<file path="src/rtl/legv8_pkg.sv">
// Shared LEGv8 control definitions: opcode patterns, ALU/PC select codes, FSM states, error codes.
package legv8_pkg;

  localparam logic [10:0] OP_ADD  = 11'b10001011000;
  localparam logic [10:0] OP_SUB  = 11'b11001011000;
  localparam logic [10:0] OP_AND  = 11'b10001010000;
  localparam logic [10:0] OP_ORR  = 11'b10101010000;
  localparam logic [10:0] OP_LDUR = 11'b11111000010;
  localparam logic [10:0] OP_STUR = 11'b11111000000;
  localparam logic [9:0]  OP_ADDI_HI = 10'b1001000100;
  localparam logic [9:0]  OP_SUBI_HI = 10'b1101000100;
  localparam logic [7:0]  OP_CBZ_HI  = 8'b10110100;
  localparam logic [5:0]  OP_B_HI    = 6'b000101;

  localparam logic [3:0] ALU_ADD    = 4'b0010;
  localparam logic [3:0] ALU_SUB    = 4'b0110;
  localparam logic [3:0] ALU_AND    = 4'b0000;
  localparam logic [3:0] ALU_ORR    = 4'b0001;
  localparam logic [3:0] ALU_PASS_B = 4'b0111;

  localparam logic [1:0] PC_SRC_SEQ = 2'b00;
  localparam logic [1:0] PC_SRC_BR  = 2'b01;

  typedef enum logic [1:0] {
    ERR_NONE    = 2'b00,
    ERR_ILLEGAL = 2'b01,
    ERR_TIMEOUT = 2'b10
  } err_e;

  typedef enum logic [3:0] {
    S_FETCH, S_DECODE, S_EXEC_R, S_EXEC_I, S_WB_ALU, S_MEM_ADDR,
    S_MEM_RD, S_WB_MEM, S_MEM_WR, S_CBZ, S_BRANCH, S_HALT
  } state_e;

  typedef struct packed {
    logic r;
    logic i;
    logic ld;
    logic st;
    logic cbz;
    logic b;
    logic illegal;
  } op_class_t;

  // R-type and immediate forms share the ADD/SUB selection; anything else defaults to ADD.
  function automatic logic [3:0] alu_op_for(input logic [10:0] opcode);
    if (opcode == OP_SUB || opcode[10:1] == OP_SUBI_HI) return ALU_SUB;
    else if (opcode == OP_AND) return ALU_AND;
    else if (opcode == OP_ORR) return ALU_ORR;
    else return ALU_ADD;
  endfunction

endpackage

</file>
<file path="src/rtl/legv8_opcode_class.sv">
// Combinational opcode classifier: maps IR[31:21] to one instruction class (or illegal).
module legv8_opcode_class
  import legv8_pkg::*;
(
  input  logic [10:0] opcode_i,
  output op_class_t   cls_o
);

  logic r, i, ld, st, cbz, b;

  always_comb begin
    r   = (opcode_i == OP_ADD) || (opcode_i == OP_SUB) ||
          (opcode_i == OP_AND) || (opcode_i == OP_ORR);
    i   = (opcode_i[10:1] == OP_ADDI_HI) || (opcode_i[10:1] == OP_SUBI_HI);
    ld  = (opcode_i == OP_LDUR);
    st  = (opcode_i == OP_STUR);
    cbz = (opcode_i[10:3] == OP_CBZ_HI);
    b   = (opcode_i[10:5] == OP_B_HI);
    cls_o.r       = r;
    cls_o.i       = i;
    cls_o.ld      = ld;
    cls_o.st      = st;
    cls_o.cbz     = cbz;
    cls_o.b       = b;
    cls_o.illegal = ~(r | i | ld | st | cbz | b);
  end

endmodule

</file>
<file path="src/rtl/legv8_mc_control.sv">
// Multi-cycle LEGv8 control FSM with dmem handshake, wait timeout and retired-instruction count.
module legv8_mc_control
  import legv8_pkg::*;
#(
  parameter int MEM_TIMEOUT = 16,
  parameter int CNT_W       = 32
) (
  input  logic             clk,
  input  logic             reset,
  input  logic [10:0]      opcode,
  input  logic             alu_zero,
  input  logic             dmem_ready,
  output logic             ir_write,
  output logic             pc_write,
  output logic [1:0]       pc_src,
  output logic             reg2loc,
  output logic             reg_write,
  output logic             mem_read,
  output logic             mem_write,
  output logic             mem_to_reg,
  output logic             alu_src_b,
  output logic [3:0]       alu_op,
  output logic             halted,
  output logic [1:0]       err_code,
  output logic [CNT_W-1:0] retired
);

  localparam int TO_W = (MEM_TIMEOUT < 2) ? 1 : $clog2(MEM_TIMEOUT + 1);

  state_e           state_q, state_d;
  logic [TO_W-1:0]  tmo_q, tmo_d;
  logic [CNT_W-1:0] ret_q, ret_d;
  err_e             err_q, err_d;
  op_class_t        cls;
  logic             tmo_hit;

  legv8_opcode_class u_opcode_class (
    .opcode_i (opcode),
    .cls_o    (cls)
  );

  // Limit reached on the MEM_TIMEOUT-th ready-less cycle; a same-cycle ready still completes.
  assign tmo_hit = (MEM_TIMEOUT != 0) && (tmo_q == TO_W'(MEM_TIMEOUT - 1));

  always_comb begin
    state_d = state_q;
    tmo_d   = tmo_q;
    ret_d   = ret_q;
    err_d   = err_q;
    case (state_q)
      S_FETCH:  state_d = S_DECODE;
      S_DECODE: begin
        if (cls.illegal) begin
          state_d = S_HALT;
          err_d   = ERR_ILLEGAL;
        end else if (cls.r)           state_d = S_EXEC_R;
        else if (cls.i)               state_d = S_EXEC_I;
        else if (cls.ld || cls.st)    state_d = S_MEM_ADDR;
        else if (cls.cbz)             state_d = S_CBZ;
        else                          state_d = S_BRANCH;
      end
      S_EXEC_R, S_EXEC_I: state_d = S_WB_ALU;
      S_WB_ALU, S_WB_MEM, S_CBZ, S_BRANCH: begin
        state_d = S_FETCH;
        ret_d   = ret_q + CNT_W'(1);
      end
      S_MEM_ADDR: begin
        tmo_d   = '0;
        state_d = cls.st ? S_MEM_WR : S_MEM_RD;
      end
      S_MEM_RD, S_MEM_WR: begin
        if (dmem_ready) begin
          if (state_q == S_MEM_RD) begin
            state_d = S_WB_MEM;
          end else begin
            state_d = S_FETCH;
            ret_d   = ret_q + CNT_W'(1);
          end
        end else if (tmo_hit) begin
          state_d = S_HALT;
          err_d   = ERR_TIMEOUT;
        end else begin
          tmo_d = tmo_q + TO_W'(1);
        end
      end
      S_HALT:  state_d = S_HALT;
      default: state_d = S_FETCH;
    endcase
  end

  always_ff @(posedge clk) begin
    if (reset) begin
      state_q <= S_FETCH;
      tmo_q   <= '0;
      ret_q   <= '0;
      err_q   <= ERR_NONE;
    end else begin
      state_q <= state_d;
      tmo_q   <= tmo_d;
      ret_q   <= ret_d;
      err_q   <= err_d;
    end
  end

  always_comb begin
    ir_write   = 1'b0;
    pc_write   = 1'b0;
    pc_src     = PC_SRC_SEQ;
    reg2loc    = 1'b0;
    reg_write  = 1'b0;
    mem_read   = 1'b0;
    mem_write  = 1'b0;
    mem_to_reg = 1'b0;
    alu_src_b  = 1'b0;
    alu_op     = 4'b0000;
    halted     = 1'b0;
    err_code   = 2'b00;
    retired    = '0;
    if (!reset) begin
      halted   = (state_q == S_HALT);
      err_code = err_q;
      retired  = ret_q;
      case (state_q)
        S_FETCH: begin
          ir_write = 1'b1;
          pc_write = 1'b1;
          pc_src   = PC_SRC_SEQ;
        end
        S_DECODE: reg2loc = cls.st | cls.cbz;
        S_EXEC_R, S_EXEC_I, S_WB_ALU: begin
          alu_src_b = cls.i;
          alu_op    = alu_op_for(opcode);
          reg_write = (state_q == S_WB_ALU);
        end
        // Address stays on the ALU for the whole dmem access.
        S_MEM_ADDR, S_MEM_RD, S_MEM_WR: begin
          alu_src_b = 1'b1;
          alu_op    = ALU_ADD;
          reg2loc   = cls.st;
          mem_read  = (state_q == S_MEM_RD);
          mem_write = (state_q == S_MEM_WR);
        end
        S_WB_MEM: begin
          reg_write  = 1'b1;
          mem_to_reg = 1'b1;
        end
        S_CBZ: begin
          reg2loc  = 1'b1;
          alu_op   = ALU_PASS_B;
          pc_src   = PC_SRC_BR;
          pc_write = alu_zero;
        end
        S_BRANCH: begin
          pc_write = 1'b1;
          pc_src   = PC_SRC_BR;
        end
        default: ;
      endcase
    end
  end

endmodule

</file>
<file path="config.mk">
export PLATFORM = sky130hd
export DESIGN_NAME = legv8_mc_control
export DESIGN_NICKNAME = d
export VERILOG_FILES = /design/src/rtl/legv8_pkg.sv /design/src/rtl/legv8_opcode_class.sv /design/src/rtl/legv8_mc_control.sv
export SDC_FILE = /design/constraint.sdc
export NUM_CORES = 1
export LEC_CHECK = 0
export CORE_MARGIN = 5
export CORE_UTILIZATION = 40
export DETAILED_ROUTE_END_ITERATION = 8
export DONT_BUFFER_PORTS = 1
export PLACE_DENSITY = 0.59
export RECOVER_POWER = 50
export REMOVE_ABC_BUFFERS = 1
export SYNTH_ARGS = -nofsm -noshare
export SYNTH_HDL_FRONTEND = slang
export SYNTH_SLANG_ARGS = --single-unit
</file>
<file path="constraint.sdc">
create_clock -name clk -period 2.64 [get_ports clk]
set_clock_uncertainty 0.15 [all_clocks]
set_input_delay 0.792 -clock clk [delete_from_list [all_inputs] [get_ports clk]]
set_output_delay 0.792 -clock clk [all_outputs]
set_load 0.005 [all_outputs]
</file>
# [Yosys cells after proc, flatten, opt, wreduce, memory -nomap -nowiden]
# Cells that the tools add are included.
[totals] reg_bits=43 out_inout_bits=49 wordCells=107
[classes] add_sub_neg=2 eq_ne=29 mux=46 bitwise=6 n_reduce_logical=20
[op_table] op="two-way mux 32 bit" count=3
[op_table] op="== test 11 bit (second input constant)" count=6
[op_table] op="one-hot mux 32 bit (2 select lines)" count=1
[op_table] op="adder 32 x 1 -> 32 bit (second input constant)" count=1
[op_table] op="two-way mux 4 bit" count=7
[op_table] op="one-hot mux 4 bit (6 select lines)" count=1
[op_table] op="== test 10 bit (second input constant)" count=2
[op_table] op="== test 4 x 3 -> 1 bit (second input constant)" count=4
[op_table] op="== test 4 bit (second input constant)" count=4
[op_table] op="two-way mux 1 bit" count=15
[op_table] op="two-way mux 2 bit" count=7
[op_table] op="!= test 2 bit (second input constant)" count=6
[op_table] op="two-way mux 5 bit" count=2
[op_table] op="one-hot mux 5 bit (2 select lines)" count=1
[op_table] op="two-way mux 3 bit" count=3
[op_table] op="one-hot mux 3 bit (3 select lines)" count=1
[op_table] op="== test 4 x 2 -> 1 bit (second input constant)" count=2
[op_table] op="== test 8 bit (second input constant)" count=1
[op_table] op="OR reduction 2 bit" count=4
[op_table] op="== test 6 x 3 -> 1 bit (second input constant)" count=1
[op_table] op="logical OR 1 bit" count=6
[op_table] op="bitwise OR 1 bit" count=6
[op_table] op="one-hot mux 1 bit (2 select lines)" count=3
[op_table] op="AND reduction 3 bit" count=2
[op_table] op="11 further kinds" count=14

# [Depth between registers and ports, before layout]
# Gate-level depths: netlist of the first run.
[depth] word_depth=11 mapped_depth=8 ltp_nobuf=8

# [Cells and area by module]
# From an unflattened synthesis of the first run, not the netlist that was laid out.
[unflattened] cells_unflattened=394 hier_area_um2=2986.6
[by_module_without_submodules] mod="legv8_mc_control" instances=1 cells_per_inst=368 area_per_inst_um2=2807.7 seq_area_each_um2=860.8
[by_module_without_submodules] mod="legv8_opcode_class" instances=1 cells_per_inst=26 area_per_inst_um2=178.9 seq_area_each_um2=0.0

# [Least setup slack after synthesis of the first run]
# No wires, ideal clock.
[synth_timing] path_type="input-to-output" from="input port opcode[2]" to="output port reg2loc" t_arrival_ns=1.770 required_time_ns=1.698 setup_slack_ns=-0.072 stages=5 path_buffers=0 path_cell_list="nor4b_1 nand4_1 nor2_1 a21oi_1 nor2_1"
[synth_via] elab_chain_len=4
[synth_lines] element="start, declared" line="legv8_mc_control.sv:10" rtl="input logic [10:0] opcode,"
[synth_lines] element="== test 11 bit (*)" line="legv8_opcode_class.sv:16" rtl="st = (opcode_i == OP_STUR);"
[synth_lines] element="bitwise OR 1 bit" line="legv8_mc_control.sv:129" rtl="S_DECODE: reg2loc = cls.st | cls.cbz;"
[synth_lines] element="one-hot mux 1 bit (3 select lines) (*)" line="legv8_mc_control.sv:123" rtl="case (state_q)"
[synth_lines] element="two-way mux 1 bit (*)" line="legv8_mc_control.sv:119" rtl="if (!reset) begin"
[synth_lines] element="end, declared" line="legv8_mc_control.sv:16" rtl="output logic reg2loc,"
# Every way passes the cells marked *; elsewhere a longest branch is shown, timed or not.

# [Final worst setup path of the first run]
[layout_timing] from="input port opcode[2]" to="output port alu_src_b"
[layout_via] elab_chain_len=4
[layout_lines] element="== test 10 bit" line="legv8_opcode_class.sv:14" rtl="i = (opcode_i[10:1] == OP_ADDI_HI) || (opcode_i[10:1] == OP_SUBI_HI);"
[layout_lines] element="logical OR 1 bit (*)" line="legv8_opcode_class.sv:14"
[layout_lines] element="one-hot mux 1 bit (2 select lines) (*)" line="legv8_mc_control.sv:123"
[layout_lines] element="two-way mux 1 bit (*)" line="legv8_mc_control.sv:119"
[layout_lines] element="end, declared" line="legv8_mc_control.sv:21" rtl="output logic alu_src_b,"
# Marks and branches as above.

==> flow_metrics.env, run 1 <==
export IMPL_count_of_synthesis_stage_warnings_from_yosys=0
export IMPL_tightestPinTransition_ns=0.972
export IMPL_unrepaired_setup_endpoints_after_global_routing="true"
export IMPL_async_flop_share_pct=0
export IMPL_fin_total_pwr_mw=2.13
export IMPL_yosys_area_top_type_share_pct=30.3
export IMPL_hold_bufs_inserted_after_cts=0
export IMPL_coreArea_um2=6870
export IMPL_timing_final_crit_period_ns=2.60
export IMPL_post_synth_top_count_cell="sky130_fd_sc_hd__nor2_1"
export IMPL_synth_edff_count=0
export IMPL_power_density_nw_per_um2=661
export IMPL_ys_seq_area_share_pct=30.3
export IMPL_cts_reportedPaths_clkPinSlew_ns=0.08
export IMPL_drc_marker_count_from_the_first_detailed_route_iteration=121
export IMPL_grt_use_total_pct=16.2
export IMPL_worstSkewPairLatency_ns=0.30
export IMPL_grt_pass1_vias=2319
export IMPL_end_kind="output pin"
export IMPL_max_clock_freq_mhz=385
export IMPL_critical_path_required_ns=1.70
export IMPL_final_min_period_over_clock_period_pct=98.5
export IMPL_drt_first_pass_iters=4
export IMPL_synth_cell_type_count=53
export IMPL_wl_per_cell_um=15.2
export IMPL_max_cap_violations=0
export IMPL_post_synthesis_cell_area_um2=2840
export IMPL_layout_nets=389
export IMPL_clock_sink_count=43
export IMPL_chipHeight_um=94.3
export IMPL_placement_rows=30
export IMPL_via_density_per_instance=5.55
export IMPL_crit_fanout=3
export IMPL_synth_top_cell_by_area="sky130_fd_sc_hd__dfxtp_1"
export IMPL_cts_htree_levels=2
export IMPL_startpoint_type="input port"
export IMPL_mean_instance_size_in_the_synthesized_netlist_um2=7.72
export IMPL_largest_net_degree_at_the_start_of_global_routing=89
export IMPL_fillCellCount=693
export IMPL_detail_route_drc_violations=0
export IMPL_place_gp_congestion=0.844
export IMPL_drive_above_1_share_pct=12.4
export IMPL_cp_data_arrival_time_ns=1.66
export IMPL_cts_root_buf="sky130_fd_sc_hd__clkbuf_8"
export IMPL_setup_viol=0
export IMPL_starting_density_of_the_core_pct=41.4
export IMPL_port_buffer_count=0
export IMPL_place_hpwl_um=5020
export IMPL_tritoncts_clock_tree="done"
export IMPL_multi_input_area_um2=1930
export IMPL_num_io_pins=64
export IMPL_antenna_found_initial=0
export IMPL_die_w_um=94.3
export IMPL_n_antenna_cell=0
export IMPL_dr_total_vias=2596
export IMPL_die_area_um2=8890
export IMPL_synth_main_ff_cell="sky130_fd_sc_hd__dfxtp_1"
export IMPL_areaGrowthSynthToFinish_pct=13.0
export IMPL_antenna_left=0
export IMPL_preCtsSetupSlack_ns=-0.0635
export IMPL_ys_top_cells_by_area="sky130_fd_sc_hd__dfxtp_1, sky130_fd_sc_hd__nor2b_1, sky130_fd_sc_hd__xor2_1, sky130_fd_sc_hd__nor2_1, sky130_fd_sc_hd__o2111ai_1"
export IMPL_finalMaxSlewViolations=0
export IMPL_outcome="complete, no violations"
export IMPL_hold_path_class="reg2reg"
export IMPL_headroom_to_the_max_slew_limit_pct=35.1
export IMPL_synth_cells_most_frequent="sky130_fd_sc_hd__nor2_1, sky130_fd_sc_hd__dfxtp_1, sky130_fd_sc_hd__nor2b_1, sky130_fd_sc_hd__xor2_1, sky130_fd_sc_hd__nand2_1"
export IMPL_postSynthCellCount=368
export IMPL_drt_total_wl_um=7120
export IMPL_cts_buffers=5
export IMPL_area_of_all_sequential_standard_cells_um2=866
export IMPL_p_leak_nw=1.18
export IMPL_yosys_register_bits=43
export IMPL_worst_setup_path_type="in2out"
export IMPL_setup_ws_ns=0.0392
export IMPL_grt_overflow_total=0
export IMPL_hold_violations=0
export IMPL_cts_path_max_buffers=2
export IMPL_ir_worst_vdd_mv=0.265
export IMPL_global_route_wire_length_before_repair_um=11600
metal layers:
layer	GRT usage [%]	share of wire [%]	wire length [um]	vias to the layer above
li1	-	-	-	1310
met1	22.1	49	3470	1219
met2	25.5	45	3170	61
met3	4.25	5.6	398	6
met4	3.97	1.1	76	0
met5	0	0	0	-
power breakdown:
group | switching, mW | internal [mW] | total [mW]
Clock | 0.234 | 0.378 | 0.612
Sequential | 0.0881 | 0.700 | 0.788
Combinational | 0.414 | 0.311 | 0.725
logic make-up (layout without fill, tap and decap cells):
group	after synthesis	after routing	share of synthesized area (%)
and+or+nand+nor	176	176	34.4
AOI/OAI and AO/OA	81	81	18.9
adders and majority gates	3	3	1.32
DFF	43	43	30.3
buffers and inverters	31	34	4.62
muxes	4	4	1.45
xor gates and xnor gates	29	29	8.94
other	1	2	0.132
cell type report:
class | count | share of cell area, %
sequential | 43 | 26.9
multi-input combinational | 295 | 59.9
timing repair buffer | 21 | 4.67
inverter | 5 | 0.584
clock inverter | 2 | 1.87
clock buffer | 6 | 2.26
tap | 96 | 3.74
through the flow:
stage	cell area [um^2]	TNS (ns)	instances	hold slack, ns	utilization, %
floorplan	2730	-0.0723	343	0.276	-
global placement	2970	-0.0968	454	0.289	43.2
detailed placement	2970	-0.151	454	0.292	43.2
CTS	3200	0	468	0.307	46.6
global route	3210	-0.0607	468	0.331	46.8
finish	3210	0	468	0.310	46.8
placed cells by master, fill, tap and decap left out, types with 3 or more instances in the layout:
master                      Yosys  routed
sky130_fd_sc_hd__a21oi_1       19      17
sky130_fd_sc_hd__xor2_1        26      26
sky130_fd_sc_hd__dfxtp_1       43      41
sky130_fd_sc_hd__nor2b_1       38      38
sky130_fd_sc_hd__and3_1         7       7
sky130_fd_sc_hd__nand3_1        7       6
sky130_fd_sc_hd__o2111ai_1     12      12
sky130_fd_sc_hd__xnor2_1        3       3
sky130_fd_sc_hd__ha_1           3       3
sky130_fd_sc_hd__inv_1          5       5
sky130_fd_sc_hd__a22o_1         3       3
sky130_fd_sc_hd__nand2_1       21      21
sky130_fd_sc_hd__o21ai_0       20      19
sky130_fd_sc_hd__mux2i_1        3       3
sky130_fd_sc_hd__nor3_1        13      13
sky130_fd_sc_hd__a21o_1         3       3
sky130_fd_sc_hd__nand2b_1       6       5
sky130_fd_sc_hd__buf_4          2      19
sky130_fd_sc_hd__or3_1          4       4
sky130_fd_sc_hd__clkbuf_8       0       5
sky130_fd_sc_hd__nand4_1        5       5
sky130_fd_sc_hd__nor2_1        49      47
sky130_fd_sc_hd__a31oi_1        5       5
sky130_fd_sc_hd__o211ai_1       5       5
sky130_fd_sc_hd__clkbuf_1      16       3
sky130_fd_sc_hd__and2_1         4       4
critical path: stages:
cell and delay, ns:
sky130_fd_sc_hd__nor4b_4 0.24, sky130_fd_sc_hd__buf_4 0.16, sky130_fd_sc_hd__nand3_1 0.09, sky130_fd_sc_hd__o21bai_1 0.17
sky130_fd_sc_hd__a31oi_1 0.21
final timing paths:
path / slack (ns) / startpoint / cells after the start / to
max: 0.04 / opcode[2] / 5 / alu_src_b
min: 0.31 / err_q[0]$_SDFFE_PP0P_ / 2 / err_q[0]$_SDFFE_PP0P_
max reg2reg: 0.22 / state_q[3]$_SDFFE_PP0P_ / 5 / ret_q[16]$_SDFFE_PP0P_
min reg2reg: 0.31 / err_q[0]$_SDFFE_PP0P_ / 2 / err_q[0]$_SDFFE_PP0P_
state kept, by name (all words and copies together) (netlist names):
register	flops
tmo_q	5
ret_q	32
state_q	4
err_q	2
timing repair:
action                     CTS  global route
gates resized for setup     10            11
buffers inserted             6             0
setup endpoints to repair    4             6
pin swaps                    5             7
No activity file was read; power rests on OpenSTA's default activity.
==> run 2: changes to the inputs <==
--- a/config.mk
+++ b/config.mk
@@ -9,6 +9,7 @@
 export CORE_UTILIZATION = 40
 export DETAILED_ROUTE_END_ITERATION = 8
 export DONT_BUFFER_PORTS = 1
+export GPL_ROUTABILITY_DRIVEN = 0
 export PLACE_DENSITY = 0.59
 export RECOVER_POWER = 50
 export REMOVE_ABC_BUFFERS = 1
==> constraint.sdc (replaced) <==
create_clock -name clk -period 2.64 [get_ports clk]
set_clock_uncertainty 0.15 [all_clocks]
set_input_delay 0.792 -clock clk [delete_from_list [all_inputs] [get_ports clk]]
set_output_delay 0.792 -clock clk [all_outputs]
set_load 0.05 [all_outputs]
==> run 2 against run 1 <==
  * Critical path depth is 1 higher
  * Global-route usage is 1.1 points higher
  * Maximum frequency fell by 6.8%
  * Cell count is 12% higher
  * Via count grew 7.3%
  * First-iteration DRC count grew 51%
  * The run now ends with negative setup slack left
  * Largest power group is now combinational cells
==> flow_metrics.env, run 2 (synthesized netlist as in run 1, its figures left out) <==
export IMPL_outcome="finished with violations"
export IMPL_failing_checks="negative setup slack"
export IMPL_max_clock_freq_mhz=358
export IMPL_n_antenna_cell=0
export IMPL_r2r_worst_path_cells=8
export IMPL_placement_rows=30
export IMPL_multi_input_area_um2=1970
export IMPL_final_min_period_over_clock_period_pct=106
export IMPL_startpoint_type="input port"
export IMPL_cts_reportedPaths_clkPinSlew_ns=0.08
export IMPL_setup_viol=8
export IMPL_largest_register="ret_q"
export IMPL_cp_data_arrival_time_ns=1.85
export IMPL_tightestPinTransition_ns=0.643
export IMPL_layout_nets=443
export IMPL_dr_total_vias=2786
export IMPL_gr_usage_met3_pct=3.85
export IMPL_cts_htree_levels=2
export IMPL_cts_buffers=5
export IMPL_via_density_per_instance=5.34
export IMPL_critical_path_required_ns=1.70
export IMPL_detail_route_drc_violations=0
export IMPL_drc_marker_count_from_the_first_detailed_route_iteration=183
export IMPL_mostFrequentLayoutCells="sky130_fd_sc_hd__nor2_1, sky130_fd_sc_hd__buf_4, sky130_fd_sc_hd__dfxtp_1"
export IMPL_chipHeight_um=94.3
export IMPL_hold_violations=0
export IMPL_fillCellCount=685
export IMPL_timing_critical_path_slowest_stage_cell="sky130_fd_sc_hd__nor4b_4"
export IMPL_hold_bufs_inserted_after_cts=0
export IMPL_wl_per_cell_um=15.0
export IMPL_areaGrowthSynthToFinish_pct=26.1
export IMPL_max_cap_violations=0
export IMPL_setup_ws_ns=-0.151
export IMPL_tritoncts_clock_tree="done"
export IMPL_number_of_flip_flops_in_the_largest_register=32
export IMPL_power_density_nw_per_um2=688
export IMPL_port_buffer_count=0
export IMPL_grt_pass1_vias=2643
export IMPL_drt_total_wl_um=7820
export IMPL_largest_registers="ret_q (32), tmo_q (5), state_q (4)"
export IMPL_preCtsSetupSlack_ns=-0.280
export IMPL_path_cells="nor4b_4, buf_4, nand3_1, o21bai_1, a31oi_1, buf_4"
export IMPL_headroom_to_the_max_slew_limit_pct=57.1
export IMPL_cts_path_max_buffers=2
export IMPL_met2_usage_pct=27.2
export IMPL_area_of_all_sequential_standard_cells_um2=863
export IMPL_ir_worst_vdd_mv=0.338
export IMPL_num_io_pins=64
export IMPL_timing_final_crit_period_ns=2.79
export IMPL_worst_path_dominant_cell_family="buffers and inverters"
export IMPL_gr_usage_met1_pct=23.6
export IMPL_antenna_left=0
export IMPL_place_hpwl_um=5340
export IMPL_finalMaxSlewViolations=0
export IMPL_cts_root_buf="sky130_fd_sc_hd__clkbuf_8"
export IMPL_gr_max_usage_layer="met2"
export IMPL_end_kind="output pin"
export IMPL_antenna_found_initial=0
export IMPL_finalHoldWorstSlack_ns=0.318
export IMPL_utilization_after_layout_pct=52.2
export IMPL_timing_hold_worst_path_depth=2
export IMPL_drive_above_1_share_pct=19.7
export IMPL_coreArea_um2=6870
export IMPL_drt_first_pass_iters=4
export IMPL_cp_buffers_inverters=2
export IMPL_worstSkewPairLatency_ns=0.29
export IMPL_global_route_wire_length_before_repair_um=12500
export IMPL_worst_setup_path_type="in2out"
export IMPL_die_area_um2=8890
export IMPL_most_frequent_standard_cell_in_the_layout_excluding_fill_and_tap_cells="sky130_fd_sc_hd__nor2_1"
export IMPL_unrepaired_setup_endpoints_after_global_routing="true"
export IMPL_die_w_um=94.3
export IMPL_largest_net_degree_at_the_start_of_global_routing=89
export IMPL_grt_overflow_total=0
export IMPL_clock_sink_count=43
export IMPL_hold_path_class="reg2reg"
export IMPL_p_leak_nw=1.39
export IMPL_crit_path_max_incr_delay_ns=0.24
export IMPL_crit_fanout=3
export IMPL_grt_use_total_pct=17.4
export IMPL_cp_num_cells=6
export IMPL_worst_path_most_repeated_cell="sky130_fd_sc_hd__buf_4"
export IMPL_starting_density_of_the_core_pct=41.4
export IMPL_fin_total_pwr_mw=2.47
## run 2: per-stage QoR
stage	std cells	cell area [um^2]	setup TNS, ns
final	522	3590	-0.624
after global routing	522	3590	-2.03
after CTS	523	3650	-0.502
after detailed placement	507	3400	-1.09
after global placement	507	3400	-0.707
after floorplan	343	2730	-4.32
## run 2: routing by layer
metal  wire, um  part of all wire, %
met1       3750                   48
met2       3520                   45
met3        415                  5.3
met4        137                  1.8
met5          0                    0
## run 2: power by group
| group | leakage [nW] | switching (mW) | internal, mW |
|---|---|---|---|
| registers | 0.348 | 0.0938 | 0.697 |
| clock network | 0.0654 | 0.230 | 0.378 |
| logic | 0.981 | 0.631 | 0.436 |
## run 2: layout make-up
| cell class | instances | area share [%] |
|---|---|---|
| clock buffer | 6 | 2.02 |
| clock inverter | 2 | 1.67 |
| inverter | 5 | 0.523 |
| multi-input combinational | 295 | 55.1 |
| sequential | 43 | 24.1 |
| tap | 96 | 3.35 |
| timing repair buffer | 75 | 13.3 |
## run 2: final timing paths
check                               start                      to  slack (ns)
setup reg to reg  state_q[1]$_SDFFE_PP0P_  ret_q[13]$_SDFFE_PP0P_       -0.03
setup / recovery                opcode[2]               alu_src_b       -0.15
hold reg to reg     err_q[0]$_SDFFE_PP0P_   err_q[0]$_SDFFE_PP0P_        0.32
hold / removal      err_q[0]$_SDFFE_PP0P_   err_q[0]$_SDFFE_PP0P_        0.32
## run 2: worst reg2reg max path, cell delays in order, from the launching register on
cell and delay (ns):
sky130_fd_sc_hd__dfxtp_2 0.41, sky130_fd_sc_hd__buf_4 0.20, sky130_fd_sc_hd__nand2b_1 0.19, sky130_fd_sc_hd__buf_4 0.17, sky130_fd_sc_hd__a21oi_1 0.12, sky130_fd_sc_hd__clkbuf_1 0.51, sky130_fd_sc_hd__o21ai_1 0.29, sky130_fd_sc_hd__or4_1 0.51
sky130_fd_sc_hd__nand2_1 0.07
## run 2: what timing repair did
item                                    CTS  global route
pin swaps                                 5             9
resized for setup                        15             9
setup buffers                             8             0
endpoints found under the setup margin    6             9
